==> config.mk <==
export PLATFORM = sky130hd
export DESIGN_NAME = fpu_req_arbiter
export DESIGN_NICKNAME = d
export VERILOG_FILES = /design/src/rtl/fpu_req_arbiter.sv
export SDC_FILE = /design/constraint.sdc
export NUM_CORES = 1
export LEC_CHECK = 0
export BUFFER_PORTS_ARGS = -buffer_cell sky130_fd_sc_hd__buf_4
export CAP_MARGIN = 20
export CORE_AREA = 2 2 174 176
export CTS_CLUSTER_DIAMETER = 150
export DETAILED_ROUTE_END_ITERATION = 10
export DIE_AREA = 0 0 176 178
export GPL_TIMING_DRIVEN = 0
export SETUP_SLACK_MARGIN = 0.15
export SYNTH_ARGS = -nofsm -noshare
export SYNTH_HDL_FRONTEND = slang
export SYNTH_SLANG_ARGS = --single-unit
==> constraint.sdc <==
create_clock -name clk -period 3.6 [get_ports clk]
set_input_delay 0.72 -clock clk [delete_from_list [all_inputs] [get_ports clk]]
set_output_delay 0.72 -clock clk [all_outputs]
set_load 0.1 [all_outputs]
==> src/rtl/fpu_req_arbiter.sv <==
// Round-robin front end that shares one FPU between NREQ requesters:
// grant, one-cycle start pulse, watchdog-guarded wait for ready, response.
module fpu_req_arbiter #(
    parameter int unsigned NREQ    = 4,
    parameter int unsigned TIMEOUT = 63
) (
    input  logic                      clk,
    input  logic                      rst,
    input  logic [NREQ-1:0]           req_valid,
    input  logic [NREQ*70-1:0]        req_vec,
    output logic [NREQ-1:0]           req_ready,
    output logic                      rsp_valid,
    output logic [$clog2(NREQ)-1:0]   rsp_id,
    output logic [40:0]               rsp_vec,
    output logic                      rsp_timeout,
    output logic                      busy,
    output logic [69:0]               fpu_test_vec,
    input  logic [40:0]               fpu_result_vec
);

    localparam int unsigned IW    = $clog2(NREQ);
    localparam int unsigned VW    = 70;
    localparam int unsigned OW    = 69;
    localparam int unsigned RW    = 41;
    localparam int unsigned CW    = $clog2(TIMEOUT + 1);
    localparam int unsigned RDY_B = 32;

    typedef enum logic [1:0] {
        S_IDLE  = 2'd0,
        S_ISSUE = 2'd1,
        S_WAIT  = 2'd2,
        S_RESP  = 2'd3
    } state_t;

    state_t          state, state_n;
    logic [IW-1:0]   rr, rr_n;
    logic [IW-1:0]   idx, idx_n;
    logic [OW-1:0]   op, op_n;
    logic            start, start_n;
    logic [CW-1:0]   cnt, cnt_n, cnt_inc;
    logic            rsp_valid_n;
    logic [IW-1:0]   rsp_id_n;
    logic [RW-1:0]   rsp_vec_n;
    logic            rsp_timeout_n;
    logic            busy_n;

    logic            gnt_found;
    logic [IW-1:0]   gnt_idx;
    logic [IW-1:0]   cand;
    logic            unused_req_bits;

    // First pending requester at or after rr, wrapping upward
    always_comb begin
        gnt_found = 1'b0;
        gnt_idx   = '0;
        cand      = '0;
        for (int k = 0; k < int'(NREQ); k++) begin
            cand = IW'((int'(rr) + k) % int'(NREQ));
            if (!gnt_found && req_valid[cand]) begin
                gnt_found = 1'b1;
                gnt_idx   = cand;
            end
        end
    end

    // Bit 69 of each request slice carries no meaning
    always_comb begin
        unused_req_bits = 1'b0;
        for (int i = 0; i < int'(NREQ); i++) begin
            unused_req_bits = unused_req_bits ^ req_vec[VW*i + OW];
        end
    end

    always_comb begin
        state_n       = state;
        rr_n          = rr;
        idx_n         = idx;
        op_n          = op;
        start_n       = 1'b0;
        cnt_n         = cnt;
        rsp_valid_n   = 1'b0;
        rsp_id_n      = rsp_id;
        rsp_vec_n     = rsp_vec;
        rsp_timeout_n = rsp_timeout;
        req_ready     = '0;
        cnt_inc       = cnt + CW'(1);

        case (state)
            S_IDLE: begin
                if (gnt_found) begin
                    req_ready[gnt_idx] = 1'b1;
                    idx_n   = gnt_idx;
                    op_n    = req_vec[VW*32'(gnt_idx) +: OW];
                    rr_n    = (gnt_idx == IW'(NREQ - 1)) ? '0 : gnt_idx + IW'(1);
                    start_n = 1'b1;
                    state_n = S_ISSUE;
                end
            end
            S_ISSUE: begin
                cnt_n   = '0;
                state_n = S_WAIT;
            end
            S_WAIT: begin
                cnt_n = cnt_inc;
                // cnt == 0 marks the blanking cycle: ready left over from the previous op
                if (cnt != '0 && fpu_result_vec[RDY_B]) begin
                    rsp_vec_n     = fpu_result_vec;
                    rsp_timeout_n = 1'b0;
                    rsp_valid_n   = 1'b1;
                    rsp_id_n      = idx;
                    state_n       = S_RESP;
                end else if (cnt_inc == CW'(TIMEOUT)) begin
                    rsp_vec_n     = '0;
                    rsp_timeout_n = 1'b1;
                    rsp_valid_n   = 1'b1;
                    rsp_id_n      = idx;
                    state_n       = S_RESP;
                end
            end
            S_RESP: begin
                state_n = S_IDLE;
            end
            default: begin
                state_n = S_IDLE;
            end
        endcase

        busy_n = (state_n != S_IDLE);
    end

    always_ff @(posedge clk or negedge rst) begin
        if (!rst) begin
            state       <= S_IDLE;
            rr          <= '0;
            idx         <= '0;
            op          <= '0;
            start       <= 1'b0;
            cnt         <= '0;
            rsp_valid   <= 1'b0;
            rsp_id      <= '0;
            rsp_vec     <= '0;
            rsp_timeout <= 1'b0;
            busy        <= 1'b0;
        end else begin
            state       <= state_n;
            rr          <= rr_n;
            idx         <= idx_n;
            op          <= op_n;
            start       <= start_n;
            cnt         <= cnt_n;
            rsp_valid   <= rsp_valid_n;
            rsp_id      <= rsp_id_n;
            rsp_vec     <= rsp_vec_n;
            rsp_timeout <= rsp_timeout_n;
            busy        <= busy_n;
        end
    end

    assign fpu_test_vec = {start, op};

endmodule

==> out/metrics.cfg, run 1 <==
[routing]
routed_via_density = 4.49
drtAntennaViolNets = 0
drc = 0
drt_iter0_drc = 253
dr_total_vias = 6877
drt_first_pass_iters = 4
drt-total-wl_um = 27500
routedWlPerCell_um = 18.0

[critical_path]
crit_required_ns = 2.88
crit_fanout = 11
crit_path_frequent_cell = buf_6
cp_top_family = buffers and inverters
arrival_ns = 2.61
crit_path_start_kind = input port
critPathMaxStageDelay_ns = 0.28
path_class = input port to primary output
critPathCaptureType = primary output
cp_slowest_cell = a211o_1
worst-path-buf-inv = 6
path_cells = buf_4 -> nor2b_1 -> a21o_1 -> a211o_1 -> clkbuf_2 -> buf_6 -> buf_6 -> inv_2 -> ha_1 -> and2_1 -> buf_12

[timing]
maxSlewViolCount = 0
fin_setup_tns_ns = 0
period_share = 0.925
setup_viol = 0
fmax_ghz = 0.300
fin_skew_ns = 0.0115
min_period_ns = 3.33
hold_viol_final = 0
tightest_slew_ns = 0.790
slew_headroom = 0.473
rsz0062_at_grt = false
whs_ns = 0.214

[floorplanning]
core_sq_um = 29400
rows = 63
die_area_sq_um = 31300
ios = 447
initial_core_util = 0.233
fp.dieH_um = 178
die_w_um = 176

[placed_design]
port_buffers = 442
gp_congestion = 0.801
hpwl_um = 21700

[layout]
postLayoutCoreUtil = 0.385
num_antenna_cells = 0
num-fill-cells = 2942
drive_above_1_share = 0.446
area_delta_synth_final_pct = 65.5
register_area_sq_um = 3200
multi_input_area_sq_um = 3270
final_nets = 1463

[pwr]
p_leak_nw = 5.83
ir_worst_vdd_mv = 0.588
p_per_area_nw_per_um2 = 1150

[synth]
synth_ff_type = dfrtp_1
yosys_warnings = 0
avgSynthCellArea_sq_um = 10.3
synth.most_common_cell = nand2_1
ys_top_cells_by_area = dfrtp_1, mux2i_1, nand2_1, o221ai_1, o21ai_1
synth_cell_types = 41
yosysSeqAreaShare = 0.468
synth_top_area_cell = dfrtp_1
synth_fp_nets = 1001
synth-seq-cells = 128
synth_top_area_frac = 0.468
async_flop_share = 1.00
synthTopCellsByCount = nand2_1, mux2i_1, dfrtp_1, o221ai_1, o21ai_1
synth-edff-count = 0
syn_inst = 665
syn-cell-area_sq_um = 6840

[cts]
cts_hold_buf = 0
cts-root-buf = clkbuf_16
cts_num_sinks = 128
post-cts-setup-buffers = 0
cts_buffer_depth = 2
clk_pin_slew_worst_paths_ns = 0.06
cts_tree = built
clk-insertion-delay-late_ns = 0.42
numCtsBuffers = 17
htree_levels = 4

[grt]
grt_usage = 0.171
grt_antenna_before_repair = 0
grt_pass1_wl_um = 40800
grt_max_degree = 88
grt_pass1_vias = 7119
gr-total-overflow = 0

[job]
cap_violations = 0

[status]
status = finished, final reports clean

[min_path]
min_path_type = input port to asynchronous set/reset pin

logic make-up (layout without fill, tap and decap cells):
family,Yosys count,after routing,share of synthesized area
AND/OR/NAND/NOR,189,189,0.113
AO/OA/AOI/OAI,130,130,0.138
buffers and inverters,66,541,0.0540
XOR/XNOR,2,2,0.00256
flip-flops,128,128,0.468
multiplexers,141,141,0.208
adder cells (fa/ha/maj),9,9,0.0165
flip-flops by register name, indices dropped and copies added, names as in the netlist:
signal,count
rr,2
rsp_valid,1
rsp_id,2
op,69
rsp_timeout,1
state,2
start,1
busy,1
idx,2
cnt,6
rsp_vec,41
what timing repair did:
action,CTS,global route
gates resized for setup,1,6
cloned,0,0
endpoints found under the setup margin,4,2
cell usage in the layout, fill, tap and decap left out, types with 2 or more instances in the layout:
| cell | netlist | final |
|---|---|---|
| a21oi_1 | 4 | 4 |
| and2_1 | 4 | 4 |
| buf_12 | 0 | 2 |
| buf_2 | 7 | 7 |
| buf_4 | 6 | 445 |
| buf_6 | 12 | 13 |
| bufinv_16 | 0 | 3 |
| clkbuf_1 | 28 | 27 |
| clkbuf_16 | 0 | 17 |
| clkinv_4 | 0 | 2 |
| clkinvlp_4 | 0 | 3 |
| dfrtp_1 | 128 | 128 |
| ha_1 | 9 | 9 |
| inv_1 | 11 | 11 |
| inv_6 | 0 | 5 |
| mux2_4 | 2 | 2 |
| mux2i_1 | 139 | 139 |
| nand2_1 | 162 | 162 |
| nand2b_1 | 3 | 3 |
| nand3_1 | 5 | 5 |
| nor2_1 | 6 | 6 |
| o21ai_0 | 5 | 5 |
| o21ai_1 | 40 | 40 |
| o221ai_1 | 69 | 69 |
| o22ai_1 | 2 | 2 |
| xor2_1 | 2 | 2 |
routing by layer:
layer | share of wire | track usage | up-vias
li1 | - | - | 3328
met1 | 0.41 | 0.211 | 3275
met2 | 0.52 | 0.300 | 248
met3 | 0.063 | 0.0392 | 26
met4 | 0.016 | 0.0458 | 0
met5 | 0 | 0 | -
where the power goes:
part / leakage (nW) / total [W] / internal [W] / switching, W
Combinational: 3.94 / 0.00867 / 0.00212 / 0.00654
Clock: 0.294 / 0.00185 / 0.00112 / 0.000725
Sequential: 1.60 / 0.00248 / 0.00211 / 0.000365
cell type report:
cell class	instances	area share
inverter	13	0.00431
sequential	128	0.283
buffer	53	0.0284
clock buffer	18	0.0388
timing repair buffer	443	0.298
multi-input combinational	471	0.289
clock inverter	14	0.0158
tap	390	0.0431
through the flow:
stage               total power [W]  instance area, sq um  std cells  setup WS [ns]
floorplan                   0.00901                  6840        665          0.257
global placement             0.0112                 10600       1497         0.0873
detailed placement           0.0112                 10700       1498         0.0458
CTS                          0.0131                 11300       1530          0.169
global route                 0.0136                 11300       1530          0.153
finish                       0.0130                 11300       1530          0.271
path summary, 6_finish.rpt:
path	from	to	slack, ns	cells past startpoint
worst max-delay path	req_valid[2]	req_ready[1]	0.27	11
max in group asynchronous	rst	start$_DFF_PN0_	2.56	2
worst min register to register	op[39]$_DFFE_PN0P_	op[39]$_DFFE_PN0P_	0.49	2
min in group clk	op[39]$_DFFE_PN0P_	op[39]$_DFFE_PN0P_	0.49	2
worst min-delay path	rst	rsp_vec[12]$_DFFE_PN0P_	0.21	1
worst max register to register	state[0]$_DFF_PN0_	op[15]$_DFFE_PN0P_	1.35	7
Note: power is estimated with default switching activity, not from simulation.
==> run 2: changes to the inputs <==
- ABC_AREA: default -> 1
- ABC_CLOCK_PERIOD_IN_PS: default -> 3600
- CORE_AREA: 2 2 174 176 -> 2 2 172 174
- DIE_AREA: 0 0 176 178 -> 0 0 174 176
==> run 2 against run 1 <==
Effect of this change:
- non-clock buffer count increased by 31
- cell area is 11% higher
- highest routed layer unchanged
- die area fell by 2.2%
- sequential share of layout area is 2.8 points lower
- flip-flop and latch count is the same
- first-iteration DRC count is 90% higher
- clock skew rose by 0.0010 ns
- routed wire length grew 23%
- critical path depth rose by 4
==> out/metrics.cfg, run 2 <==
[placed_design]
post-place-ws_ns = -0.0885  ; was 0.0458 ns
dp_cells = 2024  ; was 1,498
gp_congestion = 0.925  ; was 0.801
port_buffers = 442  ; unchanged
hpwl_um = 26600  ; was 21,700 um

[layout]
num_antenna_cells = 0  ; unchanged
register_area_sq_um = 3200  ; unchanged
mostFrequentLayoutCells = nand2_1, buf_4, inv_1, dfrtp_1, nand3_1  ; was buf_4, nand2_1, mux2i_1, dfrtp_1, o221ai_1
regMostFlops = op  ; unchanged
final_cells = 2063  ; was 1,530
drive_above_1_share = 0.323  ; was 0.446
largest_reg_flops = 69  ; unchanged
multi_input_area_sq_um = 3890  ; was 3270 sq um
layout.cells.most_common = nand2_1  ; was buf_4
num-fill-cells = 3031  ; was 2,942
final_nets = 2002  ; was 1,463
reg.largest.list = op: 69 flops, rsp_vec: 41 flops, cnt: 6 flops  ; unchanged
area_delta_synth_final_pct = 57.8  ; was 65.5%

[critical_path]
path_class = flip-flop to primary output  ; was input port to primary output
worst-path-buf-inv = 7  ; was 6
cp_slowest_cell = dfrtp_1  ; was a211o_1
cp_top_family = buffers and inverters  ; unchanged
crit_fanout = 11  ; unchanged
critPathCaptureType = primary output  ; unchanged
arrival_ns = 2.58  ; was 2.61 ns
rr_startpoint = rr[0]$_DFFE_PN0P_  ; was state[0]$_DFF_PN0_
path_cells = buf_6 -> inv_6 -> nand2_1 -> nand3_1 -> nand2_2 -> inv_2 -> nand2_1 -> nand2_4 -> nand3_4 -> inv_6 -> buf_12 -> ha_1 -> inv_1 -> nor2_2 -> buf_12  ; was buf_4 -> nor2b_1 -> a21o_1 -> a211o_1 -> clkbuf_2 -> buf_6 -> buf_6 -> inv_2 -> ha_1 -> and2_1 -> buf_12
reg2reg_slack_ns = 1.13  ; was 1.35 ns
critPathMaxStageDelay_ns = 0.38  ; was 0.28 ns
crit_required_ns = 2.88  ; about the same
crit_path_start_kind = flip-flop  ; was input port
rr_endpoint = op[11]$_DFFE_PN0P_  ; was op[15]$_DFFE_PN0P_
reg2reg_depth = 15  ; was 7

[synth]
synth.most_common_cell = nand2_1  ; unchanged
synth_ff_type = dfrtp_1  ; unchanged
synth_fp_nets = 1533  ; was 1,001
syn_inst = 1197  ; was 665
synth-edff-count = 0  ; unchanged
async_flop_share = 1.00  ; unchanged
synth_top_area_frac = 0.402  ; was 0.468
syn-cell-area_sq_um = 7970  ; was 6840 sq um
yosys_warnings = 0  ; unchanged
avgSynthCellArea_sq_um = 6.66  ; was 10.3 sq um
synth_top_area_cell = dfrtp_1  ; unchanged
synthTopCellsByCount = nand2_1, inv_1, dfrtp_1, nand3_1, nand4_1  ; was nand2_1, mux2i_1, dfrtp_1, o221ai_1, o21ai_1
yosysSeqAreaShare = 0.402  ; was 0.468
synth-seq-cells = 128  ; unchanged
ys_top_cells_by_area = dfrtp_1, nand2_1, nand3_1, inv_1, nand4_1  ; was dfrtp_1, mux2i_1, nand2_1, o221ai_1, o21ai_1
synth_cell_types = 30  ; was 41

[timing]
fmax_ghz = 0.303  ; was 0.300 GHz
maxSlewViolCount = 0  ; unchanged
hold_viol_final = 0  ; unchanged
worst_slack_ns = 0.302  ; was 0.271 ns
slew_headroom = 0.565  ; was 0.473
fin_setup_tns_ns = 0  ; unchanged
setup_viol = 0  ; unchanged
tightest_slew_ns = 0.653  ; was 0.790 ns
whs_ns = 0.270  ; was 0.214 ns
period_share = 0.916  ; was 0.925
rsz0062_at_grt = false  ; unchanged
fin_skew_ns = 0.0126  ; was 0.0115 ns
min_period_ns = 3.30  ; was 3.33 ns

[grt]
grt_pass1_wl_um = 51700  ; was 40,800 um
gr-total-overflow = 0  ; unchanged
grt_max_degree = 70  ; was 88
grt_antenna_before_repair = 0  ; unchanged
grt_usage = 0.216  ; was 0.171
grt_pass1_vias = 9354  ; was 7,119

[routing]
wl_met1_um = 14300  ; was 11,200 um
drtAntennaViolNets = 0  ; unchanged
wl_met2_um = 16700  ; was 14,200 um
drt-total-wl_um = 34000  ; was 27,500 um
topRoutingLayerUsed = met4  ; unchanged
drt_first_pass_iters = 7  ; was 4
drc = 0  ; unchanged
dr_total_vias = 9515  ; was 6,877
drt_iter0_drc = 481  ; was 253
routedWlPerCell_um = 16.5  ; was 18.0 um
routed_via_density = 4.61  ; was 4.49
wl_met3_um = 2290  ; was 1730 um

[cts]
cts_hold_buf = 0  ; unchanged
cts_tree = built  ; unchanged
cts-root-buf = clkbuf_16  ; unchanged
numCtsBuffers = 17  ; unchanged
cts_buffer_depth = 2  ; unchanged
htree_levels = 4  ; unchanged
clk_pin_slew_worst_paths_ns = 0.07  ; was 0.06 ns
clk-insertion-delay-late_ns = 0.42  ; about the same
cts_num_sinks = 128  ; unchanged

[floorplanning]
fp.dieH_um = 176  ; was 178 um
core_sq_um = 28500  ; was 29,400 sq um
die_w_um = 174  ; was 176 um
rows = 62  ; was 63
initial_core_util = 0.279  ; was 0.233
die_area_sq_um = 30600  ; was 31,300 sq um
ios = 447  ; unchanged

[min_path]
min_path_type = input port to asynchronous set/reset pin  ; unchanged

[status]
status = finished, final reports clean  ; unchanged

[job]
cap_violations = 0  ; unchanged

run 2: cell types whose count changed after synthesis, sizes merged, moves of 39 or more:
cell    before  now
nand4        1   60
a22o         1   40
nand3        5  115
mux2i      139    0
nand2      162  582
o221ai      69    0
inv         12  149
run 2: metal layers:
| metal | track usage | up-vias |
|---|---|---|
| met5 | 0 | - |
| met4 | 0.0606 | 0 |
| met3 | 0.0491 | 46 |
| met2 | 0.376 | 373 |
| met1 | 0.269 | 4409 |
| li1 | - | 4687 |
run 2: metrics by stage:
step	util	area, sq um
6_report	0.440	12600
5_1_grt	0.440	12600
4_1_cts	0.438	12500
3_5_place_dp	0.414	11800
3_3_place_gp	0.413	11800
2_1_floorplan	-	7980
run 2: how the worst max path moves through the flow:
stage / startpoint / end / slack, ns / depth (start not counted)
2_1_floorplan: req_valid[3] / req_ready[0] / 0.14 / 12
3_3_place_gp: req_valid[1] / req_ready[2] / -0.07 / 14
3_5_place_dp: req_valid[1] / req_ready[2] / -0.09 / 14
4_1_cts: rr[0]$_DFFE_PN0P_ / req_ready[0] / 0.15 / 12
5_1_grt: rr[0]$_DFFE_PN0P_ / req_ready[3] / 0.13 / 15
6_report: rr[0]$_DFFE_PN0P_ / req_ready[3] / 0.30 / 15
run 2: cells by family after synthesis:
logic type | Yosys count | share of synthesized area
AO/OA/AOI/OAI | 57 | 0.0559
XOR/XNOR | 4 | 0.00440
adder cells (fa/ha/maj) | 9 | 0.0141
buffers and inverters | 227 | 0.117
flip-flops | 128 | 0.402
AND/OR/NAND/NOR | 772 | 0.407
run 2: repair_timing:
| action | CTS | global route |
|---|---|---|
| setup endpoints to repair | 4 | 4 |
| resized for setup | 31 | 12 |
| setup buffers | 3 | 4 |
| pin swaps | 2 | 2 |
| hold endpoints to repair | 0 | 0 |
run 2: area by class of cell:
| cell class | count | share of cell area |
|---|---|---|
| Clock buffer | 18 | 0.0341 |
| Multi-Input combinational cell | 842 | 0.309 |
| Sequential cell | 128 | 0.255 |
| Inverter | 150 | 0.0458 |
| Timing Repair Buffer | 450 | 0.275 |
| Clock inverter | 14 | 0.00985 |
| Buffer | 77 | 0.0336 |
| Tap cell | 384 | 0.0382 |
Power of run 2 is left out: the tool's default activity adds up to more than one toggle a clock period on the data nets, which glitch-free logic cannot reach.
==> run 3: changes to the inputs <==
- CTS_BUF_LIST: default -> sky130_fd_sc_hd__clkbuf_4 sky130_fd_sc_hd__clkbuf_8
==> run 3 against run 2 <==
Effect of this change:
- sequential share of layout area increased by 0.27 points
- utilization is 0.44 points lower
- critical path depth unchanged
- register-to-register slack lost 0.03 ns
- hold slack worse by 0.033 ns
- global-route usage hardly changed
- cell count up 0.15%
- first-iteration DRC count increased by 4.8%
- die area stayed put
- critical endpoint is now req_ready[2]
==> out/metrics.cfg, run 3 (synthesis results as in run 2) <==
[status]
status = finished, final reports clean  ; unchanged

[layout]
drive_above_1_share = 0.331  ; was 0.323
num_antenna_cells = 0  ; unchanged
layout.cells.most_common = nand2_1  ; unchanged
area_delta_synth_final_pct = 56.2  ; was 57.8%
mostFrequentLayoutCells = nand2_1, buf_4, inv_1, dfrtp_1, nand3_1  ; unchanged
regMostFlops = op  ; unchanged
largest_reg_flops = 69  ; unchanged
reg.largest.list = op: 69 flops, rsp_vec: 41 flops, cnt: 6 flops  ; unchanged
final_nets = 2005  ; was 2,002

[grt]
grt_pass1_wl_um = 51700  ; about the same
grt_max_degree = 70  ; unchanged
grt_usage = 0.216  ; about the same
grt_pass1_vias = 9335  ; was 9,354
grt_antenna_before_repair = 0  ; unchanged
gr-total-overflow = 0  ; unchanged

[timing]
maxSlewViolCount = 0  ; unchanged
fmax_ghz = 0.302  ; was 0.303 GHz
rsz0062_at_grt = false  ; unchanged
setup_viol = 0  ; unchanged
slew_headroom = 0.567  ; was 0.565
period_share = 0.919  ; was 0.916
whs_ns = 0.237  ; was 0.270 ns
tightest_slew_ns = 0.649  ; was 0.653 ns
min_period_ns = 3.31  ; was 3.30 ns
hold_viol_final = 0  ; unchanged
fin_skew_ns = 0.0145  ; was 0.0126 ns

[routing]
drt-total-wl_um = 34100  ; was 34,000 um
drtAntennaViolNets = 0  ; unchanged
dr_total_vias = 9528  ; was 9,515
routed_via_density = 4.61  ; about the same
drt_iter0_drc = 504  ; was 481
drt_first_pass_iters = 5  ; was 7
drc = 0  ; unchanged
routedWlPerCell_um = 16.5  ; about the same

[floorplanning]
ios = 447  ; unchanged
initial_core_util = 0.279  ; unchanged
die_w_um = 174  ; unchanged
core_sq_um = 28500  ; unchanged
rows = 62  ; unchanged
fp.dieH_um = 176  ; unchanged
die_area_sq_um = 30600  ; unchanged

[critical_path]
crit_path_start_kind = flip-flop  ; unchanged
critPathCaptureType = primary output  ; unchanged
arrival_ns = 2.59  ; was 2.58 ns
crit_required_ns = 2.88  ; about the same
cp_slowest_cell = dfrtp_1  ; unchanged
path_cells = buf_6 -> inv_6 -> nand2_2 -> nand3_2 -> nand2_2 -> nor2_4 -> nand3_1 -> nand3_1 -> nand2_4 -> inv_4 -> buf_8 -> ha_1 -> inv_1 -> nor2_4 -> buf_12  ; was buf_6 -> inv_6 -> nand2_1 -> nand3_1 -> nand2_2 -> inv_2 -> nand2_1 -> nand2_4 -> nand3_4 -> inv_6 -> buf_12 -> ha_1 -> inv_1 -> nor2_2 -> buf_12
worst-path-buf-inv = 6  ; was 7
cp_top_family = simple AND/OR/NAND/NOR gates  ; was buffers and inverters
path_class = flip-flop to primary output  ; unchanged
crit_fanout = 11  ; unchanged
critPathMaxStageDelay_ns = 0.38  ; about the same

[placed_design]
gp_congestion = 0.925  ; unchanged
port_buffers = 442  ; unchanged
hpwl_um = 26600  ; unchanged

[cts]
clk_pin_slew_worst_paths_ns = 0.09  ; was 0.07 ns
cts_tree = built  ; unchanged
htree_levels = 4  ; unchanged
cts_buffer_depth = 2  ; unchanged
cts_num_sinks = 128  ; unchanged
clk-insertion-delay-late_ns = 0.45  ; was 0.42 ns
numCtsBuffers = 17  ; unchanged
cts_hold_buf = 0  ; unchanged
cts-root-buf = clkbuf_8  ; was clkbuf_16

[job]
cap_violations = 0  ; unchanged

[min_path]
min_path_type = input port to asynchronous set/reset pin  ; unchanged

==> run 3: area by class of cell <==
cell class              count  area [sq um]
well taps                 384           480
inverters                 150           576
clock buffers              18           241
repair buffers            453          3470
plain buffers              77           430
multi-input cells         842          3920
flip-flops and latches    128          3200
fillers                  3061         16100
clock inverters            14           124
==> run 3: worst reg2reg max path: stages, from the launching register on <==
cell	delay, ns
dfrtp_1	0.38
buf_6	0.15
inv_6	0.10
nand2_1	0.07
nand2_2	0.09
nand2_1	0.08
nand2_1	0.11
nor2_4	0.06
nand3_4	0.09
buf_4	0.12
buf_4	0.09
buf_1	0.45
nand4_1	0.17
nand3_1	0.20
nand2_1	0.08
nand2_1	0.09
nand2_1	0.07
==> run 3: stage by stage <==
step                setup WS, ns  utilization  setup TNS (ns)  instances  instance area [sq um]
global placement         -0.0675        0.413          -0.119       2023                  11800
finish                     0.293        0.436               0       2066                  12400
floorplan                  0.141            -               0       1197                   7980
CTS                        0.168        0.432               0       2059                  12300
detailed placement       -0.0885        0.414          -0.163       2024                  11800
global route               0.120        0.436               0       2066                  12400
==> run 3: final timing paths <==
| path | from | endpoint | slack, ns | cells after the start |
|---|---|---|---|---|
| hold / removal | rst | op[52]$_DFFE_PN0P_ | 0.24 | 1 |
| max in group asynchronous | rst | rr[1]$_DFFE_PN0P_ | 2.56 | 2 |
| setup reg to reg | rr[0]$_DFFE_PN0P_ | op[6]$_DFFE_PN0P_ | 1.10 | 16 |
| hold reg to reg | op[6]$_DFFE_PN0P_ | op[6]$_DFFE_PN0P_ | 0.49 | 2 |
| min in group clk | op[6]$_DFFE_PN0P_ | op[6]$_DFFE_PN0P_ | 0.49 | 2 |
| setup / recovery | rr[0]$_DFFE_PN0P_ | req_ready[2] | 0.29 | 15 |
==> run 3: repair_timing <==
item | in CTS | in global routing
buffers inserted | 3 | 7
gates resized for setup | 35 | 21
pin swaps | 2 | 6
endpoints found under the setup margin | 4 | 4
==> run 3: layer usage <==
metal  vias up  part of all wire  wire [um]  global-route usage
met5         -                 0          0                   0
met4         0             0.019        647              0.0602
met3        37             0.062       2120              0.0504
met2       359              0.50      16900               0.377
met1      4440              0.42      14400               0.268
li1       4692                 -          -                   -
Power of run 3 is left out for the same reason.
